===== src/rtl/unidade_de_busca_pkg.sv =====
// rtl/unidade_de_busca_pkg.sv - shared types and constants for the instruction fetch unit
//
// Contents:
//   busca_state_t    two-state fetch/execute sequencer encoding
//   PC_SEQ..PC_JUMP  codes carried on pcSource
//   DEFAULT_RESET_PC PC loaded on reset unless overridden
package unidade_de_busca_pkg;

    typedef enum logic {
        FETCH = 1'b0,
        EXEC  = 1'b1
    } busca_state_t;

    localparam logic [1:0] PC_SEQ    = 2'b00;
    localparam logic [1:0] PC_BRANCH = 2'b01;
    localparam logic [1:0] PC_REG    = 2'b10;
    localparam logic [1:0] PC_JUMP   = 2'b11;

    localparam logic [31:0] DEFAULT_RESET_PC = 32'h0000_0000;

endpackage


===== src/rtl/unidade_de_busca_proximo_pc.sv =====
// rtl/unidade_de_busca_proximo_pc.sv - combinational next-PC mux and increment
//
// Ports:
//   pc        in   current PC
//   pc_source in   next-PC select (PC_SEQ / PC_BRANCH / PC_REG / PC_JUMP)
//   jump_addr in   26-bit immediate target
//   reg_addr  in   register-file value for jr
//   pc_plus1  out  pc+1, wraps silently
//   next_pc   out  selected next PC
module unidade_de_busca_proximo_pc
    import unidade_de_busca_pkg::*;
#(
    parameter int PC_W = 32
) (
    input  logic [PC_W-1:0] pc,
    input  logic [1:0]      pc_source,
    input  logic [25:0]     jump_addr,
    input  logic [PC_W-1:0] reg_addr,
    output logic [PC_W-1:0] pc_plus1,
    output logic [PC_W-1:0] next_pc
);

    assign pc_plus1 = pc + PC_W'(1);

    // Jump targets keep the upper bits of the incremented PC, so a jump
    // from the last word of a 2^26 region lands in the following region.
    always_comb begin
        next_pc = pc_plus1;
        case (pc_source)
            PC_SEQ:            next_pc = pc_plus1;
            PC_BRANCH, PC_JUMP: next_pc = {pc_plus1[PC_W-1:26], jump_addr};
            PC_REG:            next_pc = reg_addr;
            default:           next_pc = pc_plus1;
        endcase
    end

endmodule


===== src/rtl/unidade_de_busca.sv =====
// rtl/unidade_de_busca.sv - two-state instruction fetch unit with hold and next-PC selection
//
// Ports:
//   clock, reset_n   clock and asynchronous active-low reset
//   interrupt        hold request, only honoured in EXEC
//   pcSource         next-PC select
//   jumpAddr         immediate target field
//   regAddr          jr target
//   imemReq/imemAddr instruction-memory request and word address
//   imemValid/Data   instruction-memory response
//   instr            instruction register
//   instrValid       instr holds the instruction under execution
//   instrCommit      one-cycle retire pulse
//   pc, pcPlus1      address of instr and its successor
module unidade_de_busca
    import unidade_de_busca_pkg::*;
#(
    parameter int              PC_W     = 32,
    parameter logic [PC_W-1:0] RESET_PC = PC_W'(DEFAULT_RESET_PC)
) (
    input  logic            clock,
    input  logic            reset_n,
    input  logic            interrupt,
    input  logic [1:0]      pcSource,
    input  logic [25:0]     jumpAddr,
    input  logic [PC_W-1:0] regAddr,
    output logic            imemReq,
    output logic [PC_W-1:0] imemAddr,
    input  logic            imemValid,
    input  logic [31:0]     imemData,
    output logic [31:0]     instr,
    output logic            instrValid,
    output logic            instrCommit,
    output logic [PC_W-1:0] pc,
    output logic [PC_W-1:0] pcPlus1
);

    busca_state_t    state_q;
    busca_state_t    state_d;
    logic [PC_W-1:0] pc_q;
    logic [31:0]     instr_q;
    logic [PC_W-1:0] next_pc;
    logic            load_instr;
    logic            load_pc;

    unidade_de_busca_proximo_pc #(
        .PC_W (PC_W)
    ) u_proximo_pc (
        .pc        (pc_q),
        .pc_source (pcSource),
        .jump_addr (jumpAddr),
        .reg_addr  (regAddr),
        .pc_plus1  (pcPlus1),
        .next_pc   (next_pc)
    );

    always_ff @(posedge clock or negedge reset_n) begin
        if (!reset_n) begin
            state_q <= FETCH;
            pc_q    <= RESET_PC;
            instr_q <= '0;
        end else begin
            state_q <= state_d;
            if (load_pc) begin
                pc_q <= next_pc;
            end
            if (load_instr) begin
                instr_q <= imemData;
            end
        end
    end

    // A response arriving outside FETCH is dropped because load_instr is
    // only raised in FETCH; the commit pulse is what moves the PC.
    always_comb begin
        state_d     = state_q;
        load_instr  = 1'b0;
        load_pc     = 1'b0;
        imemReq     = 1'b0;
        instrValid  = 1'b0;
        instrCommit = 1'b0;
        case (state_q)
            FETCH: begin
                imemReq = 1'b1;
                if (imemValid) begin
                    load_instr = 1'b1;
                    state_d    = EXEC;
                end
            end
            EXEC: begin
                instrValid = 1'b1;
                if (!interrupt) begin
                    instrCommit = 1'b1;
                    load_pc     = 1'b1;
                    state_d     = FETCH;
                end
            end
            default: state_d = FETCH;
        endcase
    end

    assign imemAddr = pc_q;
    assign pc       = pc_q;
    assign instr    = instr_q;

endmodule

===== config.mk =====
export PLATFORM = sky130hd
export DESIGN_NAME = unidade_de_busca
export DESIGN_NICKNAME = d
export VERILOG_FILES = /design/src/rtl/unidade_de_busca_pkg.sv /design/src/rtl/unidade_de_busca_proximo_pc.sv /design/src/rtl/unidade_de_busca.sv
export SDC_FILE = /design/constraint.sdc
export NUM_CORES = 1
export LEC_CHECK = 0
export CAP_MARGIN = 10
export CORE_MARGIN = 2
export CORE_UTILIZATION = 40
export CTS_CLUSTER_SIZE = 40
export DETAILED_ROUTE_END_ITERATION = 10
export GPL_TIMING_DRIVEN = 0
export PLACE_DENSITY = 0.85
export SKIP_CTS_REPAIR_TIMING = 1
export SLEW_MARGIN = 20
export SYNTH_ARGS = -nofsm -noshare
export SYNTH_HDL_FRONTEND = slang
export SYNTH_SLANG_ARGS = --single-unit

===== constraint.sdc =====
create_clock -name clock -period 3.5 [get_ports clock]
set_clock_uncertainty 0.15 [all_clocks]
set_input_delay 0.7 -clock clock [delete_from_list [all_inputs] [get_ports clock]]
set_output_delay 0.7 -clock clock [all_outputs]
set_load 0.03 [all_outputs]

# Yosys cells after proc, flatten, opt, wreduce, memory -nomap -nowiden

Cells that the tools add are included.

Memories: 0
Bits in read-only memories: 0
Latch bits: 0
Word-level logic and storage cells: 19
Bits of input ports: 96
Bits in registers: 65
Output and inout bits: 131
Bits in writable memories: 0

Magnitude comparators: 0
Reductions and logical operators: 2
$mul: 0
Bitwise logic cells: 1
Add/subtract/negate cells: 1
Shift operators: 0
Mux-type cells: 9
Equality and inequality tests: 3
Divide/modulo/power cells: 0

Operators with widths:

| operator                                            | count |
|---|---|
| case mux 32 bit (3 select lines)                    | 1 |
| adder 32 x 1 -> 32 bit, second input constant       | 1 |
| 2-to-1 mux 1 bit                                    | 7 |
| equality test 2 bit, second input constant          | 2 |
| equality test 2 x 1 -> 1 bit, second input constant | 1 |
| logical NOT 2 bit                                   | 1 |
| case mux 1 bit (2 select lines)                     | 1 |
| OR reduction 2 bit                                  | 1 |
| inverter 1 bit                                      | 1 |

# Logic depth before layout (Yosys ltp)

Word-level depth: 3
Mapped depth: 7
Depth with buffers taken out: 5

# By module

Synthesis repeated with hierarchy kept, for this count alone.

Cell total of the unflattened synthesis: 376
Area, all modules: 4276.6 um2

By module, submodules not included:

| module                      | times used | area each (um2) | cells an instance |
|---|---|---|---|
| unidade_de_busca            | 1          | 2954.1          | 173 |
| unidade_de_busca_proximo_pc | 1          | 1322.5          | 203 |

# Worst setup path after synthesis

OpenSTA, ideal clock, no wires.

Kind: register to output
Start: reg pc_q[0], in the netlist imemAddr[0]
End: out pcPlus1[28]
Slack: 0.168 ns
Required time: 2.650 ns
Cell stages (with the launch flop): 7
Arrival: 2.482 ns
Path buffers: 1
Path through: dfrtp_1 ha_1 nand3_1 nor4_4 buf_2 nand4_1 xnor2_1

Longest elaborated chain between the ends: 1

RTL lines:

| what                     | line                              | RTL |
|---|---|---|
| start: declaration       | unidade_de_busca.sv:40            | `logic [PC_W-1:0] pc_q;` |
| start signal: assignment | unidade_de_busca.sv:65            | `pc_q <= next_pc;` |
| adder 32 x 1 -> 32 bit   | unidade_de_busca_proximo_pc.sv:23 | `assign pc_plus1 = pc + PC_W'(1);` |
| end: declaration         | unidade_de_busca.sv:35            | `output logic [PC_W-1:0] pcPlus1` |

Every way passes these cells.

# Worst setup path after layout

Start: in interrupt
End: out instrCommit

Longest elaborated chain between the ends: 2

RTL lines:

| what               | line                   | RTL |
|---|---|---|
| start: declaration | unidade_de_busca.sv:23 | `input logic interrupt,` |
| 2-to-1 mux 1 bit   | unidade_de_busca.sv:92 | `if (!interrupt) begin` |
| 2-to-1 mux 1 bit   | unidade_de_busca.sv:82 | `case (state_q)` |
| end: declaration   | unidade_de_busca.sv:33 | `output logic instrCommit,` |

Every way passes these cells.

==> results by group <==
Worst setup path
  • CP max FO: 10
  • Worst EP required: 2.65 ns
  • Critical Path Source Type: input pin
  • R2R Path Start: imemAddr[5]
  • Critical path data arrival time: 2.57 ns
  • Setup crit end kind: output pin
  • Setup crit start: interrupt
  • Critical path class: input pin to output pin

Detailed routing
  • DRT iter0 DRCs: approximately 340
  • Via-to-Cell Ratio: 5.61
  • Vias: around 4600
  • Routed len/inst: 18.9 um
  • Antenna-violating nets left: 0
  • WL final: 15400 um
  • Drt drc: 0
  • First drt pass iteration count: 5

Synthesis
  • Ys flop type: dfrtp_1
  • Post-synthesis cell count: 439
  • Synth warn: 0
  • Synthesized Nets: 536
  • Ys async rst share: 1.00
  • Synthesized area: approximately 0.0042 sq mm
  • Top-area cell type share of the netlist area: 0.385
  • Yosys cell types: between 50 and 60
  • Top cells by area, synth: dfrtp_1 38%, mux2_2 8.5%, buf_4 5.7%
  • Yosys top cell by area: dfrtp_1
  • Synthesized flop and latch total: between 60 and 70
  • Seq/Total Area, Yosys: 0.385
  • Number of synthesized flops with an enable pin: 0
  • Syn avg cell area: 9.63 sq um

Global routing
  • Initial antenna violation count: 0
  • Largest net degree at the start of global routing: 50
  • Vias in the first global route: 4521
  • Gr usage total: 0.264
  • Remaining Overflow, GRT: 0
  • First-pass GRT wire length: 23500 um

STA
  • Final worst slack: 0.0757 ns
  • Final hold viol count: 0
  • Worst slew margin: 0.407
  • Worst-margin pin slew: 0.882 ns
  • Min cycle time layout: 3.42 ns
  • Crit share post-route: 0.978
  • Final hold slack: 0.0724 ns
  • Setup Viol. Count Final: 0
  • FMAX: 0.292 GHz
  • Final max-slew violation count: 0

Pwr
  • Leak: 2.90 nW
  • Clock Power Share: 0.161
  • Sequential share of power: 0.273
  • Int Pwr: 2.48 mW
  • Comb pwr share: 0.566
  • Switching portion of total power: 0.444
  • VDD IR max: roughly 0.00046 V
  • Switching pwr: around 2 mW
  • Cell area power density: 638 mW/mm^2

Die
  • Row cnt: 37
  • Starting density of the core: 0.411
  • Die height: around 110 um
  • Die W: 107 um
  • # IOs: 227
  • Die area: 0.0114 sq mm
  • Core region area: ~0.01 sq mm

Run
  • Max-cap violations: 0

Finish
  • Layout area overhead: 65.4%
  • Fillers: 806
  • Diodes inserted: 0
  • Layout cells sized above 1: 0.175
  • NumNets Final: 773

Worst hold path
  • Hold WC Path Type: input pin to asynchronous set/reset pin

Clock network
  • Clk pin slew, worst setup/hold paths: 0.08 ns
  • Cts bufs inserted: 9
  • Root buffer cell: clkbuf_8
  • Max clock buf depth: 2
  • CTS tree: yes
  • Clock sink total: 65
  • Worst-skew pair later-pin latency: 0.34 ns
  • H-tree Lvls: 3

Placed design
  • I/O Buffers: 225
  • GP Congestion: between 0.8 and 0.9
  • DP Wirelength: 11800 um
  • Worst slack at placement: -0.547 ns

Run status
  • Status: finished, final reports clean
[final timing paths]
check                                to  slack (ns)  cells after the start
max                         instrCommit        0.08                      5
min in group clock             instr[6]        0.36                      1
min                           instr[17]        0.07                      1
min reg2reg                    instr[6]        0.36                      1
max reg2reg                imemAddr[21]        1.09                      5
max in group asynchronous   imemAddr[0]        2.57                      2
[critical path, stage by stage]
cell             delay, ns
clkdlybuf4s50_1       0.41
nand2b_1              0.21
inv_1                 0.22
clkbuf_2              0.30
clkdlybuf4s50_1       0.73
[metal layers]
| layer | track usage | wire [um] |
|---|---|---|
| met5 | 0 | 0 |
| met4 | 0.0946 | 308 |
| met3 | 0.0432 | 1150 |
| met2 | 0.464 | 7900 |
| met1 | 0.327 | 6080 |
[sequential cells by signal, summed over array words and instances (netlist names)]
register  count
instr        32
state_q       1
imemAddr     32
[area by class of cell]
type,instances,area (sq um),share of cell area
clock inverter,6,92.6,0.0132
sequential,65,1630,0.233
tap,136,170,0.0243
multi-input combinational,290,2200,0.315
buffer,60,359,0.0514
clock buffer,9,124,0.0177
inverter,21,78.8,0.0113
timing repair buffer,229,2330,0.334
[placed cells by master, fill, tap and decap left out, types with 7 or more instances in the layout]
cell type        instances
a221o_1                 15
nand4_1                 11
a211oi_1                 9
nor3_1                  12
mux2_2                  32
clkbuf_1                16
a2bb2oi_1                9
inv_1                   21
xnor2_1                 25
clkdlybuf4s50_1        201
buf_4                   36
nand2_1                 21
o22ai_1                  9
dlymetal6s2s_1          20
dfrtp_1                 61
o21ai_0                 14
a221oi_1                 7
a21oi_1                 19
nor2_1                  15
clkbuf_8                 9
and3_1                  11
[power groups by stage]
| stage | Clock [mW] | Combinational (mW) | Sequential [mW] |
|---|---|---|---|
| 3_5_place_dp | 0 | 2.55 | 1.19 |
| 2_1_floorplan | 0 | 1.14 | 1.50 |
| 4_1_cts | 0.729 | 2.56 | 1.18 |
| 3_3_place_gp | 0 | 2.51 | 1.17 |
| 6_report | 0.717 | 2.52 | 1.22 |
| 5_1_grt | 0.762 | 2.65 | 1.25 |
[metrics by stage]
stage                util  total power [mW]   TNS, ns  instance area [sq um]  instances
floorplan               -              2.64         0                   4230        439
global placement    0.647              3.68    -43.09                   6650        800
detailed placement  0.649              3.74     -2.93                   6670        801
CTS                 0.670              4.47     -9.87                   6890        816
global route        0.680              4.66  -0.00340                   6990        816
finish              0.680              4.46         0                   6990        816
[kinds of logic after synthesis]
family | count (synthesis) | share of synthesized area
buffers and inverters | 84 | 0.105
multiplexers | 33 | 0.0876
XOR/XNOR | 27 | 0.0560
AND/OR/NAND/NOR | 115 | 0.163
AO/OA/AOI/OAI | 114 | 0.200
adder cells (fa/ha/maj) | 1 | 0.00296
flip-flops | 65 | 0.385
[Yosys cell counts, drive strengths merged, types with 3 or more instances]
library cell,number
nand4,14
a2bb2oi,9
nor4,8
a21oi,19
a221o,15
dfrtp,65
o22ai,9
or2,5
a22oi,6
nand2,21
o211ai,6
a221oi,7
a211oi,9
clkbuf,21
and3,11
nand3,6
buf,42
nor2,15
o21ai,14
xnor2,25
inv,21
o21a,3
o311ai,3
nor3,13
mux2,32
and4,4
and2,5
nor2b,4
or3,3
or4,3
(Power assumes the default switching activity.)
